<file path="config.mk">
export PLATFORM = sky130hd
export DESIGN_NAME = clock_digit_sequencer
export DESIGN_NICKNAME = d
export VERILOG_FILES = /design/src/rtl/clock_pkg.sv /design/src/rtl/digit_step_unit.sv /design/src/rtl/clock_digit_sequencer.sv
export SDC_FILE = /design/constraint.sdc
export NUM_CORES = 1
export LEC_CHECK = 0
export CAP_MARGIN = 0
export CELL_PAD_IN_SITES_DETAIL_PLACEMENT = 0
export CELL_PAD_IN_SITES_GLOBAL_PLACEMENT = 1
export CORE_ASPECT_RATIO = 1.5
export CORE_MARGIN = 10
export CORE_UTILIZATION = 46
export DETAILED_ROUTE_END_ITERATION = 6
export PLACE_DENSITY = 0.95
export SLEW_MARGIN = 25
export SYNTH_ARGS = -nofsm -noshare
export SYNTH_HDL_FRONTEND = slang
export SYNTH_SLANG_ARGS = --single-unit
</file>
<file path="constraint.sdc">
create_clock -name clk -period 7.95 [get_ports clk]
set_input_delay 0.795 -clock clk [delete_from_list [all_inputs] [get_ports clk]]
set_output_delay 0.795 -clock clk [all_outputs]
set_load 0.01 [all_outputs]
</file>
<file path="src/rtl/clock_pkg.sv">
// Shared definitions for the clock digit sequencer: digit/field/op/state
// encodings, per-digit roll-over limits and small index helpers.
package clock_pkg;

    // Digit order is also the ripple order: a carry/borrow moves to index+1.
    typedef enum logic [2:0] {
        S0 = 3'd0,
        S1 = 3'd1,
        M0 = 3'd2,
        M1 = 3'd3,
        H0 = 3'd4,
        H1 = 3'd5
    } digit_e;

    typedef enum logic [1:0] {
        SEC  = 2'd0,
        MIN  = 2'd1,
        HOUR = 2'd2,
        NONE = 2'd3
    } field_e;

    typedef enum logic {
        INC = 1'b0,
        DEC = 1'b1
    } op_e;

    typedef enum logic [1:0] {
        IDLE = 2'd0,
        STEP = 2'd1,
        HFIX = 2'd2
    } state_e;

    localparam int NUM_DIGITS = 6;

    localparam logic [3:0] LIM_S0    = 4'd9;
    localparam logic [3:0] LIM_S1    = 4'd5;
    localparam logic [3:0] LIM_M0    = 4'd9;
    localparam logic [3:0] LIM_M1    = 4'd5;
    localparam logic [3:0] LIM_H0    = 4'd9;
    localparam logic [3:0] LIM_H0_HI = 4'd3;  // h0 ceiling while h1 = 2
    localparam logic [3:0] LIM_H1    = 4'd2;

    // Largest legal value of a digit; h0 depends on the current tens-of-hours.
    function automatic logic [3:0] digit_limit(input digit_e idx, input logic [3:0] h1);
        logic [3:0] lim;
        case (idx)
            S0:      lim = LIM_S0;
            S1:      lim = LIM_S1;
            M0:      lim = LIM_M0;
            M1:      lim = LIM_M1;
            H0:      lim = (h1 == LIM_H1) ? LIM_H0_HI : LIM_H0;
            H1:      lim = LIM_H1;
            default: lim = 4'd0;
        endcase
        return lim;
    endfunction

    // Units digit of a field; the tens digit is always the next index.
    function automatic digit_e field_start(input field_e f);
        digit_e d;
        case (f)
            SEC:     d = S0;
            MIN:     d = M0;
            HOUR:    d = H0;
            default: d = S0;
        endcase
        return d;
    endfunction

endpackage

</file>
<file path="src/rtl/digit_step_unit.sv">
// Combinational single-digit +1/-1 with wrap flag. One instance is shared by
// every request; the sequencer presents one digit per cycle.
module digit_step_unit
    import clock_pkg::*;
(
    input  logic [3:0] digit,
    input  logic [3:0] limit,
    input  op_e        op,
    output logic [3:0] next,
    output logic       wrap
);

    // Increment wraps at the limit, decrement wraps at zero back to the limit.
    // A digit above its limit (h0 briefly after an hours borrow) is treated as
    // being at the limit so it still wraps cleanly.
    always_comb begin
        next = digit;
        wrap = 1'b0;
        if (op == INC) begin
            if (digit >= limit) begin
                next = 4'd0;
                wrap = 1'b1;
            end else begin
                next = digit + 4'd1;
            end
        end else begin
            if (digit == 4'd0) begin
                next = limit;
                wrap = 1'b1;
            end else begin
                next = digit - 4'd1;
            end
        end
    end

endmodule

</file>
<file path="src/rtl/clock_digit_sequencer.sv">
// HH:MM:SS time-keeping controller. Latches tick and button requests, then
// ripples +1/-1 through the BCD digits one digit per cycle using a single
// shared digit step unit. Hours are clamped to 23 after any ripple into h1.
module clock_digit_sequencer
    import clock_pkg::*;
(
    input  logic       clk,
    input  logic       reset,
    input  logic       tick,
    input  logic       run_en,
    input  logic       btn_inc,
    input  logic       btn_dec,
    input  logic [1:0] sel_field,
    output logic [7:0] hh,
    output logic [7:0] mm,
    output logic [7:0] ss,
    output logic       busy,
    output logic       done,
    output logic       tick_overrun,
    output logic       btn_drop
);

    // Time digits, indexed by digit_e.
    logic [3:0] digit_reg [NUM_DIGITS];

    // Sequencer state
    state_e     state_reg;
    digit_e     cur_reg;
    digit_e     stop_reg;
    op_e        op_reg;

    // Pending request latches
    logic       tick_pend_reg;
    logic       btn_pend_reg;
    op_e        btn_op_reg;
    field_e     btn_field_reg;

    // Registered status outputs
    logic       busy_reg;
    logic       done_reg;
    logic       tick_overrun_reg;
    logic       btn_drop_reg;

    // Combinational helpers
    field_e     sel_f;
    logic       tick_req;
    logic       btn_req;
    op_e        btn_req_op;
    logic       accept_tick;
    logic       accept_btn;
    digit_e     btn_start;
    logic [3:0] cur_value;
    logic [3:0] cur_limit;
    logic [3:0] step_next;
    logic       step_wrap;
    logic       hfix_clamp;
    logic [NUM_DIGITS-1:0] digit_we;
    logic [3:0] digit_wdata [NUM_DIGITS];

    assign sel_f       = field_e'(sel_field);
    assign tick_req    = tick & run_en;
    // Simultaneous inc and dec cancel; field NONE disables the buttons.
    assign btn_req     = (btn_inc ^ btn_dec) & (sel_f != NONE);
    assign btn_req_op  = btn_inc ? INC : DEC;
    // Tick has priority over a pending button; the loser stays latched.
    assign accept_tick = (state_reg == IDLE) & tick_pend_reg;
    assign accept_btn  = (state_reg == IDLE) & ~tick_pend_reg & btn_pend_reg;
    assign btn_start   = field_start(btn_field_reg);

    assign cur_value   = digit_reg[cur_reg];
    assign cur_limit   = digit_limit(cur_reg, digit_reg[H1]);
    assign hfix_clamp  = (state_reg == HFIX) && (digit_reg[H1] == LIM_H1)
                         && (digit_reg[H0] > LIM_H0_HI);

    digit_step_unit u_step (
        .digit (cur_value),
        .limit (cur_limit),
        .op    (op_reg),
        .next  (step_next),
        .wrap  (step_wrap)
    );

    generate
        for (genvar gi = 0; gi < NUM_DIGITS; gi++) begin : g_digit
            // Each digit is written by the step unit when it is the current
            // digit; h0 additionally takes the 23-hour clamp in HFIX.
            assign digit_we[gi] = ((state_reg == STEP) && (cur_reg == digit_e'(3'(gi))))
                                  || ((gi == int'(H0)) && hfix_clamp);
            assign digit_wdata[gi] = (state_reg == HFIX) ? LIM_H0_HI : step_next;

            // Digit storage register
            always_ff @(posedge clk) begin
                if (reset) begin
                    digit_reg[gi] <= 4'd0;
                end else if (digit_we[gi]) begin
                    digit_reg[gi] <= digit_wdata[gi];
                end
            end
        end
    endgenerate

    // Request latching, arbitration and the IDLE/STEP/HFIX sequencer.
    always_ff @(posedge clk) begin
        if (reset) begin
            state_reg        <= IDLE;
            cur_reg          <= S0;
            stop_reg         <= S0;
            op_reg           <= INC;
            tick_pend_reg    <= 1'b0;
            btn_pend_reg     <= 1'b0;
            btn_op_reg       <= INC;
            btn_field_reg    <= SEC;
            busy_reg         <= 1'b0;
            done_reg         <= 1'b0;
            tick_overrun_reg <= 1'b0;
            btn_drop_reg     <= 1'b0;
        end else begin
            done_reg <= 1'b0;

            // A new pulse in the accept cycle simply re-arms the latch.
            tick_overrun_reg <= tick_req & tick_pend_reg & ~accept_tick;
            if (accept_tick) begin
                tick_pend_reg <= tick_req;
            end else if (tick_req) begin
                tick_pend_reg <= 1'b1;
            end

            // A button arriving while one is held is dropped; the held one stays.
            btn_drop_reg <= btn_req & btn_pend_reg & ~accept_btn;
            if (accept_btn) begin
                btn_pend_reg <= btn_req;
            end
            if (btn_req && (accept_btn || !btn_pend_reg)) begin
                btn_pend_reg  <= 1'b1;
                btn_op_reg    <= btn_req_op;
                btn_field_reg <= sel_f;
            end

            case (state_reg)
                IDLE: begin
                    if (accept_tick) begin
                        cur_reg   <= S0;
                        stop_reg  <= H1;
                        op_reg    <= INC;
                        state_reg <= STEP;
                        busy_reg  <= 1'b1;
                    end else if (accept_btn) begin
                        cur_reg   <= btn_start;
                        stop_reg  <= digit_e'(btn_start + 3'd1);
                        op_reg    <= btn_op_reg;
                        state_reg <= STEP;
                        busy_reg  <= 1'b1;
                    end
                end
                STEP: begin
                    if (step_wrap && (cur_reg != stop_reg)) begin
                        cur_reg <= digit_e'(cur_reg + 3'd1);
                    end else if (cur_reg == H1) begin
                        state_reg <= HFIX;
                    end else begin
                        state_reg <= IDLE;
                        busy_reg  <= 1'b0;
                        done_reg  <= 1'b1;
                    end
                end
                HFIX: begin
                    state_reg <= IDLE;
                    busy_reg  <= 1'b0;
                    done_reg  <= 1'b1;
                end
                default: begin
                    state_reg <= IDLE;
                    busy_reg  <= 1'b0;
                end
            endcase
        end
    end

    assign ss           = {digit_reg[S1], digit_reg[S0]};
    assign mm           = {digit_reg[M1], digit_reg[M0]};
    assign hh           = {digit_reg[H1], digit_reg[H0]};
    assign busy         = busy_reg;
    assign done         = done_reg;
    assign tick_overrun = tick_overrun_reg;
    assign btn_drop     = btn_drop_reg;

endmodule
</file>
==> results by group <==
Placement
  – Placed Area: 3007 um2
  – Detailed placement HPWL: 4.822 mm
  – Port Buffer Count: 35
  – GPL Wtd Cong: 0.8655

Synth
  – Post-synth EDFFs: 24
  – Sequential area share after synthesis: 0.4378
  – Post-synth ARST share: 0
  – Synth unique cells: 55
  – Syn Inst Count: 255
  – Synth warn: 0
  – Yosys top cell by area: edfxtp_1
  – Synth Register Bits: 45
  – Syn Area/Cell: 10.22 um2
  – Cell area after synthesis: 2606 um2
  – Syn Nets: 277
  – Post-synth top area share: 0.2765
  – Top post-synthesis cells by area: edfxtp_1, dfxtp_1, ha_1
  – Dominant synthesized flop cell: edfxtp_1

Clock tree
  – CTS root buf: clkbuf_8
  – # hold bufs at CTS: 0
  – CTS H-tree lvls: 2
  – Clk pin slew, worst setup/hold paths: 100 ps
  – CTS Buf Count: 5
  – Clock sinks: 45
  – CTS Buffer Depth: 2
  – CTS tree: built
  – Worst-Skew Late Latency: 310 ps
  – CTS resizes: 0
  – Post-CTS Setup Repair Bufs: 0

Timing
  – FMAX: 278.5 MHz
  – Clk_skew: 10.89 ps
  – Slew Limit Headroom: 0.5702
  – Final-report setup violation count: 0
  – TNS Setup: 0 ps
  – Fin crit share: 0.4517
  – Tmin final: 3591 ps
  – RSZ-0062 raised after global routing: no
  – Final Hold Fails: 0
  – Worst-Margin Slew: 642.8 ps
  – Final count of pins violating max slew: 0

Detailed routing
  – Routed Antenna Nets: 0
  – DR pass1 iterations: 4
  – Via Count: 2000
  – Vias/cell: 5.556
  – DRT iter0 DRCs: 105
  – Drt wl/cell: 16.79 um
  – WL final: 6.043 mm
  – DRC Markers: 0

Global route
  – Initial antenna violation count: 0
  – First-pass GRT wire length: 9.873 mm
  – GRT overflow: 0
  – Vias in the first global route: 2076
  – Largest net degree at the start of global routing: 18
  – Tot GR Track Use: 0.1360

Run status
  – Status: complete, no violations

Critical path
  – WP data required: 8150 ps
  – Crit path capture type: flip-flop
  – R2R depth: 10
  – Crit Path Category: flip-flop to flip-flop
  – Reg2Reg Setup Slack: 4360 ps
  – Startpoint Class: flip-flop
  – Crit path arrival time: 3790 ps
  – CP Max Fanout: 12

Finish
  – Share of layout cells above drive strength 1: 0.1241
  – Cell area after layout: 3100 um2
  – Final net count: 311
  – Ant. Diodes: 0
  – Area growth syn-to-layout: 18.96%
  – Max reg flops: 24

Flow run
  – Max-cap violations: 0

Floorplan
  – Initial Utilization: 0.4746
  – Die Span X: 81.46 um
  – DIE HEIGHT: 112.2 um
  – Site Rows: 33
  – Core Region: 5492 um2
  – Die area: 9139 um2
  – IO Count: 36

Hold path
  – HP Class: flip-flop to flip-flop

Power and ir drop
  – Peak supply drop: 0.0001579 V
  – Final Power: 0.6738 mW
  – P_leak: 1.174 nW
  – Power per cell area: 217.3 nW/um2
## cells in the final DEF, fill, tap and decap left out, drive strengths merged, types with 3 or more instances in the layout
cell type and count:
nor2 41, clkdlybuf4s50 35, nand2 29, edfxtp 24, dfxtp 21, inv 19
ha 14, o21ai 9, mux2 8, nor3 8, a21oi 7, mux2i 6
mux4 5, nand2b 5, nand3 5, clkbuf 5, xor2 4, o21a 4
a211oi 3, nand3b 3, a221oi 3
## layout make-up
class	instances	area, um2
clock buffer	5	68.82
clock inverter	3	25.02
fill	491	2391
inverter	18	67.56
multi-input combinational	184	1360
sequential	45	1141
tap	70	87.58
timing repair buffer	35	350.3
## cells in the mapped netlist (5+ instances only)
| library cell | count |
|---|---|
| nand2b_1 | 5 |
| o21ai_0 | 7 |
| a21oi_1 | 7 |
| nand2_1 | 29 |
| nor3_1 | 7 |
| ha_1 | 14 |
| mux2i_1 | 5 |
| mux4_2 | 5 |
| inv_1 | 17 |
| nand3_1 | 5 |
| dfxtp_1 | 21 |
| mux2_2 | 7 |
| edfxtp_1 | 24 |
| clkbuf_1 | 6 |
| nor2_1 | 41 |
## worst min path at each step
stage | cells past startpoint | end | start | slack, ps
after floorplan | 2 | stop_reg[0] | stop_reg[0] | 440
after global placement | 2 | stop_reg[0] | stop_reg[0] | 450
after detailed placement | 2 | stop_reg[0] | stop_reg[0] | 460
after CTS | 2 | stop_reg[0] | stop_reg[0] | 470
after global routing | 2 | stop_reg[0] | stop_reg[0] | 480
final | 2 | stop_reg[0] | stop_reg[0] | 460
## metrics by stage
| stage | instances | hold WS [ps] | setup slack, ps | utilization |
|---|---|---|---|---|
| floorplan | 255 | 437.4 | 4963 | - |
| global placement | 352 | 450.5 | 4423 | 0.5475 |
| detailed placement | 352 | 455.9 | 4352 | 0.5475 |
| CTS | 360 | 469.9 | 4345 | 0.5646 |
| global route | 360 | 481.0 | 4042 | 0.5646 |
| finish | 360 | 464.3 | 4359 | 0.5646 |
## critical path, stage by stage (launching register included)
cell	delay, ps
dfxtp_1	640
mux4_2	580
mux2_2	300
inv_1	170
ha_1	250
nand2b_1	150
a2111oi_2	560
o41ai_1	190
o221ai_2	290
nor2_1	90
a211oi_1	260
## logic make-up (layout without fill, tap and decap cells)
group	Yosys count	after routing	share of synthesized area
simple gates	101	101	0.1839
compound gates	45	45	0.1503
xor+xnor	5	5	0.01680
flops	45	45	0.4378
buf+inv	26	61	0.04032
fa+ha+maj	14	14	0.06721
mux	19	19	0.1037
## metal layers
| layer | vias to the layer above | track usage | routed length [um] | share of wire |
|---|---|---|---|---|
| met4 | 0 | 0.06489 | 198 | 0.033 |
| met1 | 949 | 0.1436 | 2347 | 0.39 |
| li1 | 985 | - | - | - |
| met3 | 14 | 0.02796 | 336 | 0.056 |
| met2 | 52 | 0.2438 | 3160 | 0.52 |
| met5 | - | 0 | 0 | 0 |
## where the power goes
part           internal (mW)  total [mW]  leakage, nW  switching, mW
sequential             0.262       0.279        0.421         0.0169
clock                 0.0641       0.151       0.0452         0.0865
combinational          0.105       0.244        0.708          0.139
(Power assumes the default switching activity.)
